$ cat src/rtl/control_if.sv
// Control-unit bus: opcode/zero in, datapath strobes and debug phase out.
// master is the sequencer, slave is the datapath side.
interface control_if;
  logic [2:0] opcode;
  logic       zero;
  logic       mem_rd;
  logic       mem_wr;
  logic       load_ir;
  logic       load_ac;
  logic       inc_pc;
  logic       load_pc;
  logic       halt;
  logic [2:0] phase;

  modport master (
    input  opcode, zero,
    output mem_rd, mem_wr, load_ir, load_ac,
    output inc_pc, load_pc, halt, phase
  );

  modport slave (
    output opcode, zero,
    input  mem_rd, mem_wr, load_ir, load_ac,
    input  inc_pc, load_pc, halt, phase
  );
endinterface

$ cat src/rtl/control.sv
// Eight-phase instruction sequencer for a tiny accumulator CPU.
// Strobes are combinational decodes of phase, opcode, zero and halted.
module control (
  input  logic       clk,
  input  logic       rst,
  control_if.master  bus
);

  typedef enum logic [2:0] {
    INST_ADDR  = 3'd0,
    INST_FETCH = 3'd1,
    INST_LOAD  = 3'd2,
    IDLE       = 3'd3,
    OP_ADDR    = 3'd4,
    OP_FETCH   = 3'd5,
    ALU_OP     = 3'd6,
    STORE      = 3'd7
  } state_t;

  localparam logic [2:0] HLT = 3'd0;
  localparam logic [2:0] SKZ = 3'd1;
  localparam logic [2:0] ADD = 3'd2;
  localparam logic [2:0] AND = 3'd3;
  localparam logic [2:0] XOR = 3'd4;
  localparam logic [2:0] LDA = 3'd5;
  localparam logic [2:0] STO = 3'd6;
  localparam logic [2:0] JMP = 3'd7;

  state_t state, state_n;
  logic   halted, halted_n;
  logic   aluop;
  logic   is_hlt;

  assign is_hlt = (bus.opcode == HLT);

  always_ff @(posedge clk) begin
    if (rst) begin
      state  <= INST_ADDR;
      halted <= 1'b0;
    end else begin
      state  <= state_n;
      halted <= halted_n;
    end
  end

  // HLT parks the sequencer on OP_ADDR; the flag then masks all strobes
  always_comb begin
    state_n  = state;
    halted_n = halted;
    if (!halted) begin
      if (state == OP_ADDR && is_hlt) begin
        halted_n = 1'b1;
      end else begin
        state_n = state_t'(state + 3'd1);
      end
    end
  end

  always_comb begin
    aluop = 1'b0;
    unique case (bus.opcode)
      ADD, AND, XOR, LDA: aluop = 1'b1;
      default:            aluop = 1'b0;
    endcase
  end

  always_comb begin
    bus.mem_rd  = 1'b0;
    bus.mem_wr  = 1'b0;
    bus.load_ir = 1'b0;
    bus.load_ac = 1'b0;
    bus.inc_pc  = 1'b0;
    bus.load_pc = 1'b0;
    bus.halt    = 1'b0;
    bus.phase   = state;
    if (halted) begin
      bus.halt = 1'b1;
    end else begin
      unique case (state)
        INST_ADDR: ;
        INST_FETCH: bus.mem_rd = 1'b1;
        INST_LOAD, IDLE: begin
          bus.mem_rd  = 1'b1;
          bus.load_ir = 1'b1;
        end
        OP_ADDR: begin
          bus.inc_pc = 1'b1;
          bus.halt   = is_hlt;
        end
        OP_FETCH: bus.mem_rd = aluop;
        ALU_OP: begin
          bus.mem_rd  = aluop;
          bus.load_ac = aluop;
          bus.inc_pc  = (bus.opcode == SKZ) && bus.zero;
          bus.load_pc = (bus.opcode == JMP);
        end
        STORE: begin
          bus.mem_rd  = aluop;
          bus.load_ac = aluop;
          bus.inc_pc  = (bus.opcode == JMP);
          bus.load_pc = (bus.opcode == JMP);
          bus.mem_wr  = (bus.opcode == STO);
        end
        default: ;
      endcase
    end
  end

endmodule

$ cat src/flat_wrapper.sv
// flat-port wrapper written by rule: the top's interface ports become plain ports
module control_flat 
  (clk, rst, bus_opcode, bus_zero, bus_mem_rd, bus_mem_wr, bus_load_ir, bus_load_ac, bus_inc_pc, bus_load_pc, bus_halt, bus_phase);
  control_if bus_i ();
  input  logic clk;
  input  logic rst;
  input wire logic [$bits(bus_i.opcode)-1:0] bus_opcode;
  input wire logic [$bits(bus_i.zero)-1:0] bus_zero;
  output wire logic [$bits(bus_i.mem_rd)-1:0] bus_mem_rd;
  output wire logic [$bits(bus_i.mem_wr)-1:0] bus_mem_wr;
  output wire logic [$bits(bus_i.load_ir)-1:0] bus_load_ir;
  output wire logic [$bits(bus_i.load_ac)-1:0] bus_load_ac;
  output wire logic [$bits(bus_i.inc_pc)-1:0] bus_inc_pc;
  output wire logic [$bits(bus_i.load_pc)-1:0] bus_load_pc;
  output wire logic [$bits(bus_i.halt)-1:0] bus_halt;
  output wire logic [$bits(bus_i.phase)-1:0] bus_phase;
  assign bus_i.opcode = bus_opcode;
  assign bus_i.zero = bus_zero;
  assign bus_mem_rd = bus_i.mem_rd;
  assign bus_mem_wr = bus_i.mem_wr;
  assign bus_load_ir = bus_i.load_ir;
  assign bus_load_ac = bus_i.load_ac;
  assign bus_inc_pc = bus_i.inc_pc;
  assign bus_load_pc = bus_i.load_pc;
  assign bus_halt = bus_i.halt;
  assign bus_phase = bus_i.phase;
  control u_core (.clk(clk), .rst(rst), .bus(bus_i));
endmodule
$ cat config.mk
export PLATFORM = sky130hd
export DESIGN_NAME = control_flat
export DESIGN_NICKNAME = d
export VERILOG_FILES = /design/src/rtl/control_if.sv /design/src/rtl/control.sv /design/src/flat_wrapper.sv
export SDC_FILE = /design/constraint.sdc
export NUM_CORES = 1
export LEC_CHECK = 0
export ABC_AREA = 1
export BUFFER_PORTS_ARGS = -buffer_cell sky130_fd_sc_hd__buf_4
export CORE_AREA = 2 2 44 46
export DETAILED_ROUTE_END_ITERATION = 16
export DIE_AREA = 0 0 46 48
export GPL_ROUTABILITY_DRIVEN = 0
export SETUP_SLACK_MARGIN = 0.05
export SYNTH_ARGS = -nofsm -noshare
export SYNTH_HDL_FRONTEND = slang
export SYNTH_SLANG_ARGS = --single-unit
$ cat constraint.sdc
create_clock -name clk -period 1.32 [get_ports clk]
set_input_delay 0.066 -clock clk [delete_from_list [all_inputs] [get_ports clk]]
set_output_delay 0.066 -clock clk [all_outputs]
set_load 0.05 [all_outputs]
==> flow_summary.toml, run 1 <==
[detailed_routing]
drt_iter0_markers = 3
route.vias.total = 483
viasPerCell = 4.600
ant_nets = 0
remaining_drc_errors = 0
dr.pass1.iters = 4
wirelength_um = 1164
wl_per_cell_um = 11.09

[pwr]
p_leak_nw = 0.4050
p_switching_w = 0.0002876
power_density_nw_per_um2 = 814.9
power_frac_comb = 0.509
p_sw_frac = 0.4222
seq_power_share = 0.244
p_int_w = 0.0003936
p_clk_frac = 0.247
ir_drop_v = 0.0007227

[global_routing]
grt_pass1_wl_um = 1621
antenna_found_initial = 0
grt_max_degree = 9
track_usage = 0.1053
grt_pass1_vias = 428
grt.overflow.total = 0

[final_layout]
final_common_cell = "buf_4"
drive_gt1_frac = 0.6591
nets = 101
final_cells = 105
layout_common_cells = "15 x buf_4, 7 x inv_1, 7 x nor2_1"
final_cell_area_um2 = 835.8
antennaDiodeCount = 0
syn_to_final_growth_pct = 116.2

[clock_tree]
clock_sinks = 4
cts_buffer_depth = 2
h-tree-depth = 1
cts_root_buf = "clkbuf_4"
clk_pin_slew_worst_paths_ns = 0.04
cts_tree = "yes"
cts_inserted_buffers = 3
clock_latency_ns = 0.24

[worst_setup_path]
worstSetupEndpointType = "primary output"
path_cells = "inv_4 > ha_4 > nand2_2 > inv_1 > nand3_2 > nand3_2 > nand2_2 > nor2_4 > buf_6"
critical_path_arrival_ns = 1.39
worstPathMaxFanout = 4
worst-setup-path-type = "flip-flop to primary output"
required_ns = 1.25
crit_slowest_cell = "dfxtp_4"
start_kind = "flip-flop"
slowest_delay_ns = 0.37

[die]
fp.dieW_um = 46
die_h_um = 48
rows = 15
core_area_um2 = 1689
die_area_um2 = 2208
num_io_pins = 16
start_util = 0.2289

[place]
port_buffers = 15
placed_cells = 95
dp.final_hpwl_um = 828.3
dpl_cell_area_um2 = 650.6

[sta]
max-slew-margin-rel = 0.8281
layout_setup_ws_ns = -0.1353
setup_tns_ns = -0.3528
fin_crit_sh = 1.103
hold_viol_final = 0
fmax_mhz = 687.1
setup_viol = 6
worst_pin_slew_ns = 0.2576
slew_violations = 0
period_needed_ns = 1.455
fin_skew_ns = 0.002639
rsz0062_at_grt = "yes"

[status]
violations = "setup timing"
status = "finished with violations"

[logic_synthesis]
syn_inst = 59
syn_nets = 71
yosysUniqueCellTypes = 15
synth_warnings = 0
syn_avg_cell_area_um2 = 6.553
synth-seq-area-share = 0.2071
ys_seq_elements = 4
netlist_area_um2 = 386.6

[run]
drv_cap = 0

[worst_hold_path]
hp-class = "primary input to flip-flop"
[power groups by stage]
stage	Sequential [W]	Clock (W)	Combinational, W
floorplan	0.000198	0	0.000165
global placement	0.000163	0	0.000281
detailed placement	0.000163	0	0.000283
CTS	0.000164	0.000175	0.000330
global route	0.000168	0.000183	0.000370
finish	0.000166	0.000168	0.000347
[registers in the layout (all words and copies together), names as in the netlist]
name / count
u_core.bus.phase: 3
u_core.halted: 1
[timing repair]
action,4_1_cts,5_1_grt
buffers inserted,4,1
pin swaps,8,4
endpoints found under the setup margin,6,10
resized for setup,19,8
hold endpoints to repair,1,0
hold buffers,1,0
[cell type report]
class	count	area [um^2]
fill	159	853.3
multi-input combinational	44	409.1
timing repair buffer	25	240.2
sequential	4	92.59
inverter	11	46.29
clock buffer	4	26.28
tap	17	21.27
[per-layer routing]
metal,global-route usage,vias to the layer above,part of all wire
met2,0.2306,17,0.61
met5,0,-,0
met4,0,0,0.0069
li1,-,246,-
met3,0.04528,2,0.049
met1,0.09091,218,0.33
[through the flow]
step / setup WS (ns) / utilization / power (W) / hold WS, ns
CTS: -0.1207 / 0.4630 / 0.0006688 / 0.3018
finish: -0.1353 / 0.4948 / 0.0006811 / 0.2794
global route: -0.1960 / 0.4948 / 0.0007201 / 0.3013
floorplan: 0.009756 / - / 0.0003634 / 0.1351
detailed placement: 0.01884 / 0.3852 / 0.0004460 / 0.2452
global placement: -0.005496 / 0.3852 / 0.0004440 / 0.2431
[cell usage after synthesis]
library cell | n | share of area
nor2_1 | 10 | 0.097
inv_1 | 9 | 0.087
nand2_1 | 9 | 0.087
ha_1 | 6 | 0.19
nand3_1 | 6 | 0.078
a21oi_1 | 5 | 0.065
dfxtp_1 | 4 | 0.21
inv_2 | 2 | 0.019
nor4_1 | 2 | 0.032
nand2_2 | 1 | 0.016
nand3_4 | 1 | 0.045
nand3b_2 | 1 | 0.029
nor2_2 | 1 | 0.016
nor3_1 | 1 | 0.013
o21ai_0 | 1 | 0.013
[worst paths after layout]
kind                                         start                               end  slack (ns)  cells past startpoint
hold reg to reg   u_core.bus.phase[1]$_SDFFE_PP0P_  u_core.bus.phase[1]$_SDFFE_PP0P_        0.59                      2
setup reg to reg  u_core.bus.phase[1]$_SDFFE_PP0P_  u_core.bus.phase[1]$_SDFFE_PP0P_        0.06                      8
hold / removal                       bus_opcode[2]          u_core.halted$_SDFF_PP0_        0.28                      5
setup / recovery  u_core.bus.phase[0]$_SDFFE_PP0P_                        bus_inc_pc       -0.14                      9
[worst max-delay path, delay by kind of cell, from the launching register on]
| family | cells | cell delay [ns] |
|---|---|---|
| adder cells (fa/ha/maj) | 1 | 0.13 |
| flip-flops | 1 | 0.37 |
| buffers and inverters | 3 | 0.30 |
| AND/OR/NAND/NOR | 5 | 0.36 |
[cell families (layout without fill, tap and decap cells)]
group,count (synthesis),in the layout,share of synthesized area
buffers and inverters,11,40,0.1068
DFF,4,4,0.2071
AOI/OAI and AO/OA,6,6,0.07765
adders and majority gates,6,6,0.1942
and+or+nand+nor,32,32,0.4143
Note: power is estimated with default switching activity, not from simulation.
==> run 2: changes to the inputs <==
--- a/config.mk
+++ b/config.mk
@@ -7,9 +7,9 @@
 export LEC_CHECK = 0
 export ABC_AREA = 1
 export BUFFER_PORTS_ARGS = -buffer_cell sky130_fd_sc_hd__buf_4
-export CORE_AREA = 2 2 44 46
+export CORE_AREA = 2 2 39 41
 export DETAILED_ROUTE_END_ITERATION = 16
-export DIE_AREA = 0 0 46 48
+export DIE_AREA = 0 0 41 43
 export GPL_ROUTABILITY_DRIVEN = 0
 export SETUP_SLACK_MARGIN = 0.05
 export SYNTH_ARGS = -nofsm -noshare
==> flow_summary.toml, run 2 (synthesis results as in run 1) <==
[global_routing]
grt_pass1_wl_um = 1621
antenna_found_initial = 0
grt_max_degree = 9
track_usage = 0.1353
grt.overflow.total = 0
grt_pass1_vias = 412

[pwr]
seq_power_share = 0.247
p_switching_w = 0.0002833
p_leak_nw = 0.3915
power_frac_comb = 0.510
p_sw_frac = 0.4209
power_density_nw_per_um2 = 821.1
p_int_w = 0.0003897
ir_drop_v = 0.0006119
p_clk_frac = 0.243
finalPower_w = 0.0006729

[clock_tree]
cts_buffer_depth = 2
cts_inserted_buffers = 3
clock_sinks = 4
h-tree-depth = 1
clk_pin_slew_worst_paths_ns = 0.04
cts_root_buf = "clkbuf_4"
cts_tree = "yes"
clock_latency_ns = 0.24

[worst_hold_path]
hold_depth = 5
worstHoldStart = "bus_opcode[2]"
hp-class = "primary input to flip-flop"

[status]
status = "finished with violations"
violations = "setup timing"

[worst_setup_path]
cp-startpoint = "u_core.bus.phase[0]$_SDFFE_PP0P_"
required_ns = 1.25
critical_path_arrival_ns = 1.38
worst-setup-path-type = "flip-flop to primary output"
reg2reg_depth = 8
start_kind = "flip-flop"
reg2reg_from = "u_core.bus.phase[1]$_SDFFE_PP0P_"
worstPathMaxFanout = 4
worstSetupEndpointType = "primary output"

[detailed_routing]
wl_per_cell_um = 10.20
viasPerCell = 4.490
wirelength_um = 1040
drt_iter0_markers = 1
dr.pass1.iters = 3
ant_nets = 0
remaining_drc_errors = 0
route.vias.total = 458

[sta]
whs_ns = 0.2953
fin_crit_sh = 1.097
rsz0062_at_grt = "yes"
slew_violations = 0
period_needed_ns = 1.448
fin_skew_ns = 0.007227
hold_viol_final = 0
setup_viol = 6
max-slew-margin-rel = 0.8193
worst_pin_slew_ns = 0.2708
fmax_mhz = 690.6
layout_setup_ws_ns = -0.1281

[final_layout]
largest_register_ffs = 3
n_fill_cell = 138
layout_common_cells = "13 x buf_4, 7 x inv_1, 7 x nor2_1, 7 x buf_6, 6 x nand2_1"
syn_to_final_growth_pct = 112.0
drive_gt1_frac = 0.6512
multiInputGateArea_um2 = 417.9
final_common_cell = "buf_4"
nets = 99
antennaDiodeCount = 0
seqCellArea_um2 = 92.59

[place]
port_buffers = 15
dp.final_hpwl_um = 772.6

[die]
start_util = 0.2794
fp.dieW_um = 41
die_area_um2 = 1763
core_area_um2 = 1384
num_io_pins = 16
rows = 14
die_h_um = 43

[run]
drv_cap = 0
[run 2: changes by cell type in the layout (fill, tap and decap cells not counted), sizes merged]
cell / before / now
buf: 24 / 22
[run 2: area by class of cell]
type / count / area share
multi-input cells: 44 / 0.5099
repair buffers: 23 / 0.2641
flip-flops and latches: 4 / 0.1130
inverters: 11 / 0.05649
clock buffers: 4 / 0.03206
well taps: 16 / 0.02443
[run 2: critical path, stage by stage (launching register included)]
cell and delay [ns]:
dfxtp_4 0.37, inv_4 0.08, ha_4 0.13, nand2_1 0.05, inv_1 0.07, nand3_2 0.08, nand3_2 0.08, nand2_2 0.06
nor2_4 0.08, buf_8 0.15
[run 2: final timing paths]
path	to	slack, ns
max	bus_inc_pc	-0.13
min	u_core.halted$_SDFF_PP0_	0.30
max reg2reg	u_core.bus.phase[1]$_SDFFE_PP0P_	0.11
min reg2reg	u_core.halted$_SDFF_PP0_	0.65
[run 2: metrics by stage]
step	utilization	setup TNS (ns)	setup WS [ns]	std cells	area (um^2)
final	0.5922	-0.3362	-0.1281	102	819.5
after global routing	0.5922	-0.7457	-0.1964	102	819.5
after CTS	0.5778	-0.3710	-0.1265	102	799.5
after detailed placement	0.4638	0	0.002462	93	641.9
after global placement	0.4638	0	0.02532	93	641.9
after floorplan	-	0	0.009756	59	486.7
[run 2: metal layers]
metal,vias up,wire length (um),track usage
met5,-,0,0
met4,0,23,0.1000
met3,4,40,0.01571
met2,10,517,0.1969
met1,202,459,0.1725
li1,242,-,-
[run 2: timing repair]
item | CTS | global route
buffers inserted | 4 | 0
pin swaps | 9 | 3
resized for setup | 24 | 5
hold endpoints to repair | 1 | 0
setup endpoints to repair | 7 | 9
hold buffers | 1 | 0
[run 2: power by group through the flow]
stage	sequential (W)	combinational (W)	clock [W]
2_1_floorplan	0.000198	0.000165	0
3_3_place_gp	0.000163	0.000279	0
5_1_grt	0.000169	0.000368	0.000182
4_1_cts	0.000167	0.000337	0.000171
6_report	0.000166	0.000343	0.000164
3_5_place_dp	0.000164	0.000279	0
==> run 3: changes to the inputs <==
--- a/config.mk
+++ b/config.mk
@@ -11,6 +11,7 @@
 export DETAILED_ROUTE_END_ITERATION = 16
 export DIE_AREA = 0 0 41 43
 export GPL_ROUTABILITY_DRIVEN = 0
+export PLACE_DENSITY = 0.5
 export SETUP_SLACK_MARGIN = 0.05
 export SYNTH_ARGS = -nofsm -noshare
 export SYNTH_HDL_FRONTEND = slang
==> flow_summary.toml, run 3 (synthesis results as in run 1) <==
[status]
status = "finished with violations"
violations = "setup timing"

[global_routing]
grt_max_degree = 9
grt_pass1_wl_um = 1614
grt_pass1_vias = 424
antenna_found_initial = 0
track_usage = 0.1315
grt.overflow.total = 0

[final_layout]
final_cell_area_um2 = 829.5
final_common_cell = "buf_4"
nets = 101
antennaDiodeCount = 0
largest_register_ffs = 3
layout_common_cells = "15 x buf_4, 7 x inv_1, 7 x nor2_1, 7 x buf_6, 6 x nand2_1"
drive_gt1_frac = 0.6591
syn_to_final_growth_pct = 114.6

[worst_setup_path]
cp-startpoint = "u_core.bus.phase[1]$_SDFFE_PP0P_"
critical_path_arrival_ns = 1.38
reg2reg_from = "u_core.bus.phase[1]$_SDFFE_PP0P_"
worstSetupEndpointType = "primary output"
r2r_slack_ns = 0.06
worstPathMaxFanout = 6
required_ns = 1.25
worst-setup-path-type = "flip-flop to primary output"
start_kind = "flip-flop"

[sta]
rsz0062_at_grt = "yes"
worst_pin_slew_ns = 0.2568
max-slew-margin-rel = 0.8286
fmax_mhz = 691.4
setup_tns_ns = -0.4134
layout_setup_ws_ns = -0.1262
setup_viol = 6
fin_crit_sh = 1.096
period_needed_ns = 1.446
hold_viol_final = 0
fin_skew_ns = 0.004405
slew_violations = 0

[place]
dpl_cell_area_um2 = 649.4
dp.final_hpwl_um = 805.1
port_buffers = 15

[worst_hold_path]
hp-class = "primary input to flip-flop"
worstHoldStart = "bus_opcode[2]"

[die]
core_area_um2 = 1384
die_area_um2 = 1763
die_h_um = 43
fp.dieW_um = 41
num_io_pins = 16
rows = 14
start_util = 0.2794

[detailed_routing]
route.vias.total = 461
viasPerCell = 4.433
ant_nets = 0
wl_per_cell_um = 10.39
dr.pass1.iters = 3
remaining_drc_errors = 0
wirelength_um = 1081
drt_iter0_markers = 3

[clock_tree]
cts_buffer_depth = 2
clock_sinks = 4
cts_root_buf = "clkbuf_4"
cts_inserted_buffers = 3
clock_latency_ns = 0.24
clk_pin_slew_worst_paths_ns = 0.04
h-tree-depth = 1
cts_tree = "yes"

[pwr]
power_density_nw_per_um2 = 815.6
finalPower_w = 0.0006766
ir_drop_v = 0.0006732
p_leak_nw = 0.4117

[run]
drv_cap = 0
==> run 3: where the power goes <==
part / switching [W] / internal [W]
Clock: 0.0000502 / 0.000113
Sequential: 0.0000302 / 0.000136
Combinational: 0.000203 / 0.000144
==> run 3: cell type report <==
type	count	area (um^2)
inverter	11	43.79
multi-input combinational	44	415.4
timing repair buffer	25	231.5
clock buffer	4	26.28
tap	16	20.02
fill	130	554.3
sequential	4	92.59
==> run 3: stage by stage <==
stage / instances / utilization / hold WS [ns] / setup WS, ns
6_report: 104 / 0.5995 / 0.2918 / -0.1262
5_1_grt: 104 / 0.5995 / 0.3138 / -0.2171
4_1_cts: 101 / 0.5543 / 0.3088 / -0.1247
3_5_place_dp: 94 / 0.4693 / 0.2442 / 0.02246
3_3_place_gp: 94 / 0.4693 / 0.2464 / 0.02628
2_1_floorplan: 59 / - / 0.1351 / 0.009756
==> run 3: worst paths after layout <==
path / to / cells after the start
max reg2reg: u_core.bus.phase[1]$_SDFFE_PP0P_ / 8
min reg2reg: u_core.bus.phase[1]$_SDFFE_PP0P_ / 2
max: bus_inc_pc / 7
min: u_core.halted$_SDFF_PP0_ / 5
==> run 3: worst max-delay path, stage by stage, from the launching register on <==
cell and delay, ns:
dfxtp_4 0.39, ha_4 0.16, ha_4 0.14, nand3_2 0.07, nand3_2 0.07, nand2_2 0.06
nor2_4 0.09, buf_8 0.15
==> run 3: per-layer routing <==
metal,global-route usage,part of all wire
met1,0.1736,0.44
met2,0.2000,0.54
met3,0.005236,0.017
met4,0.08000,0
met5,0,0
==> run 3: timing repair <==
action	CTS	global route
endpoints found under the setup margin	7	9
pin swaps	9	5
hold buffers	1	0
setup buffers	2	3
resized for setup	19	9
gates cloned	0	0
endpoints found under the hold margin	1	0
